==> src/rtl/spi_req_arbiter.sv <==
// Round-robin arbiter that shares one SPI master among NUM_REQ requesters.
// Hands the winner's word to the master, tracks its cs, and returns ack or err.
module spi_req_arbiter #(
  parameter int NUM_REQ = 4,
  parameter int DATA_W  = 12,
  parameter int TIMEOUT = 1023
) (
  input  logic                      clk,
  input  logic                      rst,
  input  logic [NUM_REQ-1:0]        req,
  input  logic [NUM_REQ*DATA_W-1:0] req_data,
  output logic [NUM_REQ-1:0]        gnt,
  output logic [NUM_REQ-1:0]        ack,
  output logic [NUM_REQ-1:0]        err,
  output logic                      busy,
  output logic                      spi_newd,
  output logic [DATA_W-1:0]         spi_din,
  input  logic                      spi_cs
);

  localparam int PTR_W = $clog2(NUM_REQ);
  localparam int CNT_W = $clog2(TIMEOUT + 1);

  typedef enum logic [2:0] {
    S_IDLE, S_ARB, S_LAUNCH, S_XFER, S_DONE, S_ERR
  } state_t;

  state_t           state, next_state;
  logic [PTR_W-1:0] ptr;
  logic [PTR_W-1:0] win_idx;
  logic             win_found;
  logic [CNT_W-1:0] cnt;
  logic             cnt_max;
  logic             cs_meta, cs_s;

  function automatic logic [PTR_W-1:0] wrap_add(input logic [PTR_W-1:0] base, input int off);
    int s = int'(base) + off;
    if (s >= NUM_REQ) s = s - NUM_REQ;
    return PTR_W'(s);
  endfunction

  // NOTE: every signal driven here gets a default first, so no path can infer a latch.
  always_comb begin
    win_found = 1'b0;
    win_idx   = '0;
    for (int i = 0; i < NUM_REQ; i++) begin
      if (!win_found && req[wrap_add(ptr, i)]) begin
        win_found = 1'b1;
        win_idx   = wrap_add(ptr, i);
      end
    end
  end

  assign cnt_max = (cnt == CNT_W'(TIMEOUT));

  always_comb begin
    next_state = state;
    case (state)
      S_IDLE:   if (|req) next_state = S_ARB;
      S_ARB:    next_state = win_found ? S_LAUNCH : S_IDLE;
      S_LAUNCH: if (!cs_s) next_state = S_XFER;
                else if (cnt_max) next_state = S_ERR;
      S_XFER:   if (cs_s) next_state = S_DONE;
                else if (cnt_max) next_state = S_ERR;
      S_DONE:   next_state = S_IDLE;
      S_ERR:    next_state = S_IDLE;
      default:  next_state = S_IDLE;
    endcase
  end

  // NOTE: sequential state uses non-blocking assignments so every flop samples pre-edge values.
  always_ff @(posedge clk or negedge rst) begin
    if (!rst) state <= S_IDLE;
    else      state <= next_state;
  end

  // cs comes from the master's sclk domain logic; only cs_s is ever decoded.
  always_ff @(posedge clk or negedge rst) begin
    if (!rst) begin
      cs_meta <= 1'b1;
      cs_s    <= 1'b1;
    end else begin
      cs_meta <= spi_cs;
      cs_s    <= cs_meta;
    end
  end

  always_ff @(posedge clk or negedge rst) begin
    if (!rst) begin
      ptr      <= '0;
      gnt      <= '0;
      spi_din  <= '0;
      spi_newd <= 1'b0;
      cnt      <= '0;
    end else begin
      spi_newd <= (next_state == S_LAUNCH);

      if (next_state != state) cnt <= '0;
      else if ((state == S_LAUNCH || state == S_XFER) && !cnt_max) cnt <= cnt + 1'b1;

      if (state == S_ARB && win_found) begin
        gnt     <= NUM_REQ'(1) << win_idx;
        spi_din <= req_data[win_idx*DATA_W +: DATA_W];
        // Advancing before the outcome is known keeps a stuck requester from starving others.
        ptr     <= wrap_add(win_idx, 1);
      end else if (state == S_DONE || state == S_ERR) begin
        gnt <= '0;
      end
    end
  end

  assign ack  = (state == S_DONE) ? gnt : '0;
  assign err  = (state == S_ERR)  ? gnt : '0;
  assign busy = (state != S_IDLE);

endmodule

==> config.mk <==
export PLATFORM = sky130hd
export DESIGN_NAME = spi_req_arbiter
export DESIGN_NICKNAME = d
export VERILOG_FILES = /design/src/rtl/spi_req_arbiter.sv
export SDC_FILE = /design/constraint.sdc
export NUM_CORES = 1
export LEC_CHECK = 0
export ABC_AREA = 1
export CORE_MARGIN = 4
export CORE_UTILIZATION = 46
export DETAILED_ROUTE_END_ITERATION = 8
export GPL_ROUTABILITY_DRIVEN = 0
export MAX_ROUTING_LAYER = met4
export PLACE_DENSITY = 0.8
export SLEW_MARGIN = 0
export SYNTH_ARGS = -nofsm -noshare
export SYNTH_HDL_FRONTEND = slang
export SYNTH_SLANG_ARGS = --single-unit
==> constraint.sdc <==
create_clock -name clk -period 2.6 [get_ports clk]
set_input_delay 0.52 -clock clk [delete_from_list [all_inputs] [get_ports clk]]
set_output_delay 0.52 -clock clk [all_outputs]
set_load 0.02 [all_outputs]
==> results.py <==
metrics = {
    "route": {
        "num_vias": 2557,
        "vias_per_cell": 4.92,
        "routed_wl_mm": 6.21,
        "postRouteAntennaNets": 0,
        "drc_errors": 0,
        "wl_per_cell_um": 11.9,
        "drt_iter0_drc": 124,
        "firstDrtPassIters": 5,
    },
    "timing": {
        "worst_pin_slew_ns": 0.448,
        "post-route-period-util_pct": 88.7,
        "fin_tns_setup_ns": 0,
        "rsz0062_at_grt": "no",
        "fmax_ghz": 0.433,
        "min_period_ns": 2.31,
        "relSlewSlack_pct": 70.1,
        "final_hold_viol_count": 0,
        "setup_viol": 0,
        "fin_skew_ns": 0.00518,
        "drv_slew": 0,
    },
    "synthesis": {
        "post_synth_inst_count": 370,
        "synth_cell_types": 27,
        "ys_seq_area_share_pct": 35.0,
        "synth_edf_count": 0,
        "synth_nets": 430,
        "avgSynthCellArea_um2": 6.58,
        "yosysWarnings": 0,
        "synth-main-ff-cell": "dfrtp_1",
        "ys_ff_latch": 34,
        "async_flop_share_pct": 100,
        "syn_area_um2": 2440,
    },
    "clock_network": {
        "clk_path_buf_depth": 2,
        "cts_tree": "built",
        "clock_sinks": 34,
        "cts-resized-gates": 0,
        "numCtsBuffers": 5,
        "clkTransAtPathRegs_ns": 0.07,
        "cts_hold_buf": 0,
        "root_buffer": "clkbuf_8",
        "clk-insertion-delay-late_ns": 0.29,
        "postCtsSetupBuffers": 0,
        "h-tree-depth": 2,
    },
    "global_routing": {
        "antenna_found_initial": 0,
        "grt_max_degree": 35,
        "grt-ovfl-total": 0,
        "first_global_vias": 2465,
        "grt_use_total_pct": 21.5,
        "grt_pass1_wl_mm": 10.9,
    },
    "critical_path": {
        "r2r_setup_slack_ns": 0.36,
        "r2r_end": "ptr[1]$_DFFE_PN0P_",
        "arrival_ns": 1.79,
        "cp_data_required_time_ns": 2.08,
        "cp_max_fo": 8,
        "startpoint": "state[0]$_DFF_PN0_",
        "reg2regPathDepth": 12,
        "crit_end": "ack[0]",
        "worstSetupPathType": "register to output pin",
        "r2r_start": "ptr[0]$_DFFE_PN0P_",
        "startpoint_type": "register",
        "cp-end-kind": "output pin",
    },
    "floorplan": {
        "dieArea_um2": 6520,
        "io_pins": 81,
        "start_util_pct": 47.7,
        "rows": 26,
        "die_h_um": 80.8,
        "core-area_um2": 5110,
        "die_w_um": 80.8,
    },
    "power_and_ir_drop": {
        "pwr-share-seq_pct": 21.3,
        "leakage_uw": 0.00174,
        "p_clk_share_pct": 14.3,
        "p_sw_share_pct": 49.3,
        "power.density_nw_per_um2": 1180,
        "internal-power_uw": 2050,
        "ir_drop_v": 0.000683,
        "finalPower_uw": 4050,
        "combPwrFrac_pct": 64.4,
        "power.switching_uw": 2000,
    },
    "layout": {
        "drive_gt1_share_pct": 7.11,
        "syn2layout_area_growth_pct": 40.4,
        "layout_common_cells": "nand2_1 (126), clkdlybuf4s50_1 (80), inv_1 (56), nand3_1 (52), dfrtp_1 (32)",
        "diodes": 0,
        "layout_commonest_cell": "nand2_1",
        "num-nets-final": 509,
    },
    "run_status": {
        "status": "finished, final reports clean",
    },
    "place": {
        "place_hpwl_mm": 4.80,
        "port_buffers": 80,
    },
    "worst_hold_path": {
        "min-delay-path-class": "register to register",
    },
    "job": {
        "cap_violations": 0,
    },
}
-- worst min-delay path by stage --
stage / from / end / slack (ns) / depth (start not counted)
after floorplan: rst / cnt[0]$_DFFE_PN0P_ / 0.22 / 0
after global placement: cs_meta$_DFF_PN1_ / cs_s$_DFF_PN1_ / 0.35 / 0
after detailed placement: cs_meta$_DFF_PN1_ / cs_s$_DFF_PN1_ / 0.36 / 0
after CTS: cs_meta$_DFF_PN1_ / cs_s$_DFF_PN1_ / 0.37 / 0
after global routing: cs_meta$_DFF_PN1_ / cs_s$_DFF_PN1_ / 0.37 / 0
final: cs_meta$_DFF_PN1_ / cs_s$_DFF_PN1_ / 0.36 / 0
-- metrics by stage --
stage / std cells / util (%) / area [um^2] / hold WS [ns] / worst slack (ns)
2_1_floorplan: 370 / - / 2440 / 0.224 / 0.752
3_3_place_gp: 512 / 64.3 / 3280 / 0.345 / 0.226
3_5_place_dp: 512 / 64.3 / 3280 / 0.356 / 0.102
4_1_cts: 520 / 67.0 / 3420 / 0.367 / 0.288
5_1_grt: 520 / 67.0 / 3420 / 0.373 / 0.160
6_report: 520 / 67.0 / 3420 / 0.364 / 0.293
-- registers in the layout, summed over array words and instances, names as in the netlist --
register and flops:
spi_din 12, cnt 10, gnt 4, state 3
ptr 2, cs_meta 1, cs_s 1, spi_newd 1
-- cell type report --
type	instances	area [um^2]
Fill cell	453	1690
Multi-Input combinational cell	264	1280
Sequential cell	34	853
Timing Repair Buffer	85	838
Inverter	59	221
Tap cell	70	87.6
Clock buffer	5	68.8
Clock inverter	3	68.8
-- power groups by stage --
stage	clock network, uW	registers [uW]	logic, uW
after floorplan	0	945	1840
after detailed placement	0	862	2610
after global routing	612	886	2980
after global placement	0	864	2540
final	581	863	2610
after CTS	588	860	2620
-- cell families after synthesis --
kind of cell / synth area share (%)
buf+inv: 12.3
fa+ha+maj: 2.57
compound gates: 2.36
xor+xnor: 2.88
simple gates: 44.8
flops: 35.0
-- Yosys cell counts (3+ instances only) --
cell | n | share of area [%]
nand2_1 | 126 | 19
inv_1 | 56 | 8.6
nand3_1 | 52 | 11
dfrtp_1 | 32 | 33
nor2_1 | 28 | 4.3
nand3b_1 | 13 | 4.0
nand2_2 | 7 | 1.8
buf_2 | 6 | 1.2
o21ai_0 | 6 | 1.2
xor2_1 | 6 | 2.2
ha_1 | 5 | 2.6
nand4_1 | 4 | 1.0
a21oi_1 | 3 | 0.62
clkbuf_1 | 3 | 0.46
inv_2 | 3 | 0.46
nand3_2 | 3 | 1.2
-- per-layer routing --
layer | global-route usage [%] | vias to the layer above | part of all wire [%]
met5 | - | - | 0
met4 | 6.76 | 0 | 2.4
met3 | 5.10 | 15 | 7.5
met2 | 33.4 | 94 | 47
met1 | 27.8 | 1154 | 44
li1 | - | 1294 | -
-- worst max-delay path: stages, from the launching register on --
cell and delay [ns]:
dfrtp_1 0.47, inv_1 0.12, nand3_1 0.14, nor2_1 0.14, clkdlybuf4s50_1 0.63
Note: power is estimated with default switching activity, not from simulation.
